File: config.mk
export PLATFORM = sky130hd
export DESIGN_NAME = klingon_decoder
export DESIGN_NICKNAME = d
export VERILOG_FILES = /design/src/rtl/klingon_decoder.sv
export SDC_FILE = /design/constraint.sdc
export NUM_CORES = 1
export LEC_CHECK = 0
export BUFFER_PORTS_ARGS = -buffer_cell sky130_fd_sc_hd__buf_2
export CAP_MARGIN = 20
export CELL_PAD_IN_SITES_DETAIL_PLACEMENT = 1
export CELL_PAD_IN_SITES_GLOBAL_PLACEMENT = 1
export CORE_MARGIN = 3
export CORE_UTILIZATION = 30
export CTS_CLUSTER_DIAMETER = 100
export DETAILED_ROUTE_END_ITERATION = 10
export HOLD_SLACK_MARGIN = 0.12
export PLACE_DENSITY_LB_ADDON = 0.2
export SLEW_MARGIN = 20
export SYNTH_ARGS = -nofsm -noshare
export SYNTH_HDL_FRONTEND = slang
export SYNTH_SLANG_ARGS = --single-unit
File: constraint.sdc
create_clock -name clk -period 0.9 [get_ports clk]
set_input_delay 0.09 -clock clk [delete_from_list [all_inputs] [get_ports clk]]
set_output_delay 0.09 -clock clk [all_outputs]
set_load 0.1 [all_outputs]
File: src/rtl/klingon_decoder.sv
// klingon_decoder: registered 4-bit to 7-segment glyph decoder.
// One instance drives one display digit. The lookup is purely combinational
// and feeds a single output register, so the display pins only change on a
// clock edge. ACTIVE_LOW inverts every segment bit ahead of the register
// so that a common-anode display can be driven directly.
// Segment order is O[6:0] = {g,f,e,d,c,b,a}.
module klingon_decoder #(
  parameter bit ACTIVE_LOW = 1'b0
) (
  input  logic       clk,
  input  logic       rst,
  input  logic [3:0] I,
  output logic [6:0] O
);

  // Polarity mask applied at the register input. In the active-low build
  // the blank pattern becomes all-ones, which leaves every segment unlit.
  localparam logic [6:0] POL_MASK = ACTIVE_LOW ? 7'h7F : 7'h00;
  localparam logic [6:0] BLANK    = POL_MASK;

  // Glyph table in active-high form ({g..a}, lit = 1). Every code is
  // distinct and nonzero, so a blank display can only mean
  // "reset/uninitialised".
  function automatic logic [6:0] glyph_lookup(input logic [3:0] code);
    logic [6:0] seg;
    case (code)
      4'd0:    seg = 7'h01;
      4'd1:    seg = 7'h08;
      4'd2:    seg = 7'h40;
      4'd3:    seg = 7'h49;
      4'd4:    seg = 7'h30;
      4'd5:    seg = 7'h06;
      4'd6:    seg = 7'h36;
      4'd7:    seg = 7'h37;
      4'd8:    seg = 7'h3E;
      4'd9:    seg = 7'h7F;
      4'd10:   seg = 7'h76;
      4'd11:   seg = 7'h5C;
      4'd12:   seg = 7'h63;
      4'd13:   seg = 7'h1C;
      4'd14:   seg = 7'h23;
      4'd15:   seg = 7'h2D;
      default: seg = 7'h00;
    endcase
    return seg;
  endfunction

  logic [6:0] glyph_s;
  logic [6:0] seg_next_s;
  logic [6:0] o_r;

  // Combinational lookup and polarity adjustment for the register input.
  always_comb begin
    glyph_s    = 7'h00;
    seg_next_s = BLANK;
    glyph_s    = glyph_lookup(I);
    if (rst) begin
      seg_next_s = BLANK;
    end else begin
      seg_next_s = glyph_s ^ POL_MASK;
    end
  end

  // Output register: one-cycle latency, with reset taking priority over I.
  always_ff @(posedge clk) begin
    if (rst) begin
      o_r <= BLANK;
    end else begin
      o_r <= seg_next_s;
    end
  end

  assign O = o_r;

endmodule

==> impl_metrics.ini, run 1 <==
[timing]
slew_headroom = 0.8064
finalSetupViolCount = 0
fin_crit_ps = 834.7
hold_viol = 0
drv_slew = 0
period_share = 0.9275
tightestPinTransition_ps = 290.3
max_freq_ghz = 1.198

[global_routing]
grt_pass1_vias = 357
grt_max_degree = 14
grt_pass1_wl_mm = 1.511
overflow = 0
grtUsageTotal = 0.1103
antenna_found_initial = 0

[logic_synthesis]
synthAdderAreaFrac = 0.2147
synth_cell_type_count = 17
postSynthAreaPerCell_sq_um = 9.270
synth_nets = 57
synth_compound_area_frac = 0.1748
ys_seq_elements = 7
synth_top_area_share = 0.3436
synth_commonest_cells = dfxtp_1 (7), ha_1 (7), a21oi_1 (5)
yosysTopAreaCell = dfxtp_1
ys_seq_area_frac = 0.3436
netlist_area_sq_um = 407.9
async_flop_share = 0
synth_top_family_by_area = adder cells
syn_inst = 44
synth_flop_cell = dfxtp_1
yosys_warnings = 0
synth.area.mux_share = 0.07362
synth_edf_count = 0
synth-simple-area-share = 0.1104
synthTopCellsByArea = dfxtp_1 (34%), ha_1 (21%), mux2i_1 (7.4%)
synth_xor_area_frac = 0

[flow_run]
drv_cap = 0

[setup_path]
critical-path-top-delay-family = flip-flops
critical_path_class = reg2out
path_cells = buf_12
critPathLaunchType = flip-flop
slowest_stage = dfxtp_2
crit_fanout = 1
path_buf_inv = 1
end_kind = output pin
required_ps = 810
arrival_ps = 740
slowest_delay_ps = 330

[cts]
cts_setup_buffers = 0
numCtsBuffers = 3
cts_max_level = 1
cts.clk_slew.worst_paths_ps = 50
cts_sinks = 7
cts_tree = yes
clock_path_buffers = 2
root_buffer = clkbuf_4

[layout]
fillers = 133
postLayoutCellArea_sq_um = 681.9
drive_above_1_share = 0.4615
largest_reg_flops = 7
fin_cells = 79
layout.nets = 79
diodes = 0
area_growth_pct = 67.18

[routing]
dr.pass1.iters = 1
routedWlPerCell_um = 10.81
dr_total_vias = 363
drt_iter0_drc = 0
drc = 0
drt_wl_total_um = 854
postRouteAntennaNets = 0
drt-vias-per-instance = 4.595

[run_status]
status = complete, no violations

[floorplan]
rows = 12
die_x_um = 42.88
fp.coreArea_sq_um = 1186
io_pins = 13
dieArea_sq_um = 1838
start_util = 0.3439
die_h_um = 42.88

[placement]
dp_cells = 74
dp_hpwl_um = 671.6
portBuffers = 12
dpl_cell_area_sq_um = 625.6
gp_congestion = 0.8106

[power_and_ir_drop]
irDropWorstVdd_uv = 458.9
power.density_nw_per_um2 = 1493
p_leak_uw = 0.0003330

[worst_hold_path]
hold_class = in2reg
-- area by class of cell --
type | count | area [sq um] | share of cell area
clock buffer | 4 | 26.28 | 0.03853
tap | 14 | 17.52 | 0.02569
sequential | 7 | 148.9 | 0.2183
timing repair buffer | 19 | 230.2 | 0.3376
inverter | 4 | 15.01 | 0.02202
multi-input combinational | 31 | 244.0 | 0.3578
-- layer usage --
layer	share of wire	vias to the layer above	global-route usage	wire length, um
met5	0	-	0	0
met4	0.0047	0	0.07453	4
met3	0.055	2	0.02542	47
met2	0.53	10	0.1826	456
met1	0.40	162	0.1228	345
li1	-	189	-	-
-- placed cells by master (no fill, tap or decap) --
| cell | instances |
|---|---|
| mux2i_1 | 3 |
| nor2_1 | 3 |
| a211oi_2 | 2 |
| o21ai_0 | 2 |
| dlymetal6s4s_1 | 2 |
| a21oi_1 | 5 |
| or3_1 | 2 |
| nand2_1 | 2 |
| dfxtp_2 | 7 |
| clkbuf_1 | 1 |
| buf_2 | 4 |
| buf_12 | 7 |
| ha_1 | 7 |
| nand2b_1 | 1 |
| buf_4 | 6 |
| inv_2 | 1 |
| clkbuf_4 | 3 |
| inv_1 | 3 |
| a31oi_1 | 1 |
| o21a_1 | 2 |
| nor3b_1 | 1 |
-- logic make-up after synthesis --
family / after synthesis
muxes: 3
and+or+nand+nor: 9
AOI/OAI and AO/OA: 12
DFF: 7
buffers and inverters: 6
adders and majority gates: 7
-- stage by stage --
| stage | setup TNS, ps | power, uW | hold WS [ps] | utilization | setup WS, ps |
|---|---|---|---|---|---|
| final | 0 | 1018 | 237.3 | 0.5749 | 65.25 |
| after global routing | -3.884 | 1075 | 255.5 | 0.5749 | -3.884 |
| after CTS | 0 | 1028 | 224.7 | 0.5665 | 23.49 |
| after detailed placement | -780.0 | 745.9 | 348.6 | 0.5274 | -180.4 |
| after global placement | -625.4 | 742.1 | 345.0 | 0.5274 | -155.6 |
| after floorplan | 0 | 593.2 | 151.7 | - | 10.73 |
-- worst min-delay path: cells and delay by family --
family / cells / cell delay [ps]
buf+inv: 1 / 180
compound gates: 2 / 170
-- where the power goes --
part,internal (uW),total (uW),switching (uW)
sequential,339,356,17.2
clock,168,268,99.7
combinational,152,394,242
total,659,1020,359
-- what timing repair did --
item | 4_1_cts | 5_1_grt
setup endpoints to repair | 0 | 2
hold endpoints to repair | 5 | 0
hold buffers | 2 | 0
gates resized for setup | 0 | 4
-- final timing paths --
| check | startpoint | endpoint | cells after the start |
|---|---|---|---|
| setup / recovery | O[4] | O[4] | 1 |
| hold / removal | I[3] | O[2] | 3 |
Power figures use the tool's default switching activity.
==> run 2: changes to the inputs <==
CELL_PAD_IN_SITES_DETAIL_PLACEMENT = unset   (was 1)
CELL_PAD_IN_SITES_GLOBAL_PLACEMENT = unset   (was 1)
CORE_AREA = 3 3 40 42   (was unset)
CORE_MARGIN = unset   (was 3)
CORE_UTILIZATION = unset   (was 30)
DIE_AREA = 0 0 43 45   (was unset)
==> run 2 against run 1 <==
Compared with the run above: sequential power barely moved; maximum frequency fell by 1.9%; largest cell class unchanged; setup slack got worse by 16 ps.
==> impl_metrics.ini, run 2 (synthesis gave the netlist of run 1 again) <==
[run_status]
status = complete, no violations

[cts]
clock_path_buffers = 2
root_buffer = clkbuf_4
cts_setup_buffers = 0
cts_max_level = 1
cts_tree = yes
cts_resized = 0
numCtsBuffers = 3
cts.clk_slew.worst_paths_ps = 50
cts_sinks = 7

[worst_hold_path]
whs_endpoint = O[4]
hold_class = in2reg
holdPathStages = 4
hp-start = I[2]

[setup_path]
required_ps = 1080
arrival_ps = 1030
critPathLaunchType = primary input
crit_fanout = 7
critical_path_class = in2reg
end_kind = flip-flop

[power_and_ir_drop]
p_leak_uw = 0.0003180
irDropWorstVdd_uv = 459.4
p_switching_uw = 347.2
power_frac_seq = 0.355
power.density_nw_per_um2 = 1496
internal_power_uw = 656.0
clockPowerShare = 0.262
comb_power_share = 0.383
finalPower_uw = 1003
swShare = 0.3461

[floorplan]
die_x_um = 43
start_util = 0.3174
fp.coreArea_sq_um = 1285
rows = 13
io_pins = 13
die_h_um = 45
dieArea_sq_um = 1935

[timing]
finalSetupViolCount = 0
slew_headroom = 0.8092
holdWs_ps = 220.4
hold_viol = 0
fin_crit_ps = 851.0
setup_tns_ps = 0
max_freq_ghz = 1.175
tightestPinTransition_ps = 285.5
period_share = 0.9455
drv_slew = 0
rsz0062_at_grt = true

[placement]
gp_congestion = 0.7617
portBuffers = 12
dpl_cell_area_sq_um = 634.4
dp_hpwl_um = 586.7

[layout]
area_growth_pct = 64.42
largest_reg_flops = 7
postLayoutCellArea_sq_um = 670.6
fillers = 127
layout_common_cells = dfxtp_2 (7), ha_1 (7), buf_12 (7), buf_4 (7)
drive_above_1_share = 0.4545
layout.nets = 80
diodes = 0

[routing]
postRouteAntennaNets = 0
drt_wl_total_um = 701
dr.pass1.iters = 1
dr_total_vias = 352
routedWlPerCell_um = 8.654
drc = 0
drt_iter0_drc = 0
drt-vias-per-instance = 4.346

[global_routing]
overflow = 0
grt_pass1_vias = 327
antenna_found_initial = 0
grtUsageTotal = 0.08757
grt_max_degree = 14
grt_pass1_wl_mm = 1.255

[flow_run]
drv_cap = 0
run 2: cell count changes in the layout (fill, tap and decap cells not counted):
cell	delta
dlymetal6s4s_1	-2
a211oi_1	+2
buf_2	+1
buf_4	+1
dlygate4sd3_1	+1
a211oi_2	-2
run 2: power by group through the flow:
stage | clock network (uW) | logic (uW) | registers [uW]
after global routing | 286 | 406 | 357
after floorplan | 0 | 77.3 | 516
final | 263 | 385 | 356
after detailed placement | 0 | 383 | 362
after global placement | 0 | 383 | 362
after CTS | 275 | 388 | 356
run 2: cell type report:
cell class,instances,area [sq um],area share
repair buffers,20,227.7,0.3396
flip-flops and latches,7,148.9,0.2220
inverters,4,15.01,0.02239
well taps,15,18.77,0.02799
multi-input cells,31,234.0,0.3489
clock buffers,4,26.28,0.03918
run 2: metal layers:
metal / GRT usage / part of all wire / up-vias
met2: 0.1497 / 0.49 / 10
li1: - / - / 193
met3: 0.02390 / 0.067 / 2
met4: 0.05422 / 0.0057 / 0
met5: 0 / 0 / -
met1: 0.09685 / 0.43 / 147
run 2: critical path: stages:
cell           delay (ps)
dlygate4sd3_1         530
buf_2                 160
a21oi_1               120
o21a_1                130
run 2: repair_timing:
item,CTS,global route
setup endpoints to repair,0,2
hold buffers,1,0
hold endpoints to repair,5,0
run 2: metrics by stage:
| step | util | instances | setup WS, ps |
|---|---|---|---|
| after floorplan | - | 44 | 10.73 |
| after global placement | 0.4937 | 76 | -126.4 |
| after detailed placement | 0.4937 | 76 | -134.9 |
| after CTS | 0.5219 | 81 | 48.44 |
| after global routing | 0.5219 | 81 | -0.8459 |
| final | 0.5219 | 81 | 49.05 |
run 2: worst max path at each step:
| stage | from | to | slack [ps] | cells after the start |
|---|---|---|---|---|
| after floorplan | I[0] | O[2] | 10 | 4 |
| after global placement | I[0] | O[2] | -130 | 5 |
| after detailed placement | I[0] | O[2] | -130 | 5 |
| after CTS | rst | O[6] | 50 | 4 |
| after global routing | rst | O[3] | -0.8 | 4 |
| final | rst | O[6] | 50 | 4 |
==> run 3: changes to the inputs <==
RECOVER_POWER = 100   (was unset)
==> run 3 against run 2 <==
Compared with the run above: die area did not move; highest routed layer unchanged; largest power group is now sequential cells; global-route usage unchanged; clock power barely moved; critical endpoint is now O[0]; largest cell class unchanged.
==> impl_metrics.ini, run 3 (synthesis gave the netlist of run 1 again) <==
[run_status]
status = complete, no violations

[routing]
drt_iter0_drc = 0
drc = 0
routedWlPerCell_um = 8.901
dr.pass1.iters = 1
postRouteAntennaNets = 0
dr_total_vias = 354
drt_wl_total_um = 721
drt-vias-per-instance = 4.370

[floorplan]
dieArea_sq_um = 1935
die_x_um = 43
start_util = 0.3174
fp.coreArea_sq_um = 1285
die_h_um = 45
rows = 13
io_pins = 13

[setup_path]
critical-path-top-delay-family = flip-flops
critical_path_class = reg2out
slowest_stage = dfxtp_2
required_ps = 810
path_cells = buf_6
slowest_delay_ps = 320
crit_fanout = 1
arrival_ps = 770
end_kind = output pin
startpoint = O[0]
path_buf_inv = 1
critPathLaunchType = flip-flop

[power_and_ir_drop]
comb_power_share = 0.359
internal_power_uw = 611.6
swShare = 0.3570
irDropWorstVdd_uv = 443.9
finalPower_uw = 951.3
power.density_nw_per_um2 = 1571
p_leak_uw = 0.0002960
power_frac_seq = 0.365
clockPowerShare = 0.276
p_switching_uw = 339.7

[layout]
drive_above_1_share = 0.4394
layout_common_cells = dfxtp_2 (7), ha_1 (7), buf_6 (7)
multi_input_area_sq_um = 234.0
diodes = 0
fin_cells = 81
regArea_sq_um = 148.9
layout.nets = 80
fillers = 144
largest_reg_flops = 7
area_growth_pct = 48.47

[timing]
layout_setup_ws_ps = 42.24
tightestPinTransition_ps = 285.5
max_freq_ghz = 1.166
finalSetupViolCount = 0
rsz0062_at_grt = true
fin_crit_ps = 857.8
slew_headroom = 0.8092
hold_viol = 0
period_share = 0.9531
setup_tns_ps = 0
drv_slew = 0

[global_routing]
gr-usage-met3 = 0.02390
grt_pass1_vias = 327
use_met2 = 0.1497
grtUsageTotal = 0.08757
grt_busiest_layer = met2
grt_max_degree = 14
grt_use_met1 = 0.09685
overflow = 0
grt_pass1_wl_mm = 1.255
antenna_found_initial = 0

[placement]
portBuffers = 12
dp_cells = 76
dp_hpwl_um = 586.7
dp_slack_ps = -134.9
gp_congestion = 0.7617

[cts]
cts_max_level = 1
cts_tree = yes
cts_resized = 0
cts_sinks = 7
numCtsBuffers = 3
root_buffer = clkbuf_4
clock_path_buffers = 2
cts.clk_slew.worst_paths_ps = 50

[flow_run]
drv_cap = 0

[worst_hold_path]
hold_class = in2reg
hp-start = I[2]
## run 3: cell types whose count changed in the layout (fill, tap and decap cells not counted)
cell / before / now
buf_12: 7 / 0
buf_4: 7 / 6
buf_6: 0 / 7
clkbuf_1: 1 / 2
## run 3: what timing repair did
action                                  in CTS  in global routing
hold endpoints to repair                     5                  0
setup buffers                                0                  0
endpoints found under the setup margin       0                  2
hold buffers                                 1                  0
## run 3: through the flow
step           utilization  hold WS, ps  instance area, sq um
5_1_grt             0.4713        267.5                 605.6
3_5_place_dp        0.4937        340.8                 634.4
2_1_floorplan            -        151.7                 416.7
3_3_place_gp        0.4937        351.0                 634.4
4_1_cts             0.5219        219.9                 670.6
6_report            0.4713        220.4                 605.6
## run 3: cell type report
class | instances | share of cell area
timing repair buffer | 20 | 0.2686
inverter | 4 | 0.02479
tap | 15 | 0.03099
multi-input combinational | 31 | 0.3864
clock buffer | 4 | 0.04339
sequential | 7 | 0.2459
## run 3: worst min-delay path, stage by stage
cell     delay (ps)
buf_2           120
inv_2            60
or3_1            90
a21oi_1          50
## run 3: final timing paths
path               end  slack [ps]  cells past startpoint
hold / removal    O[4]         220                      4
setup / recovery  O[0]          40                      1
## run 3: routing by layer
layer  vias up  share of wire
met5         -              0
met2        10           0.48
met1       149           0.43
met3         2          0.085
met4         0         0.0055
li1        193              -
## run 3: power by group through the flow
stage                     Combinational (uW)  Clock (uW)  Sequential (uW)
after floorplan                         77.3           0              516
after global placement                   383           0              362
after detailed placement                 383           0              362
after CTS                                388         275              356
after global routing                     363         286              348
final                                    341         263              347
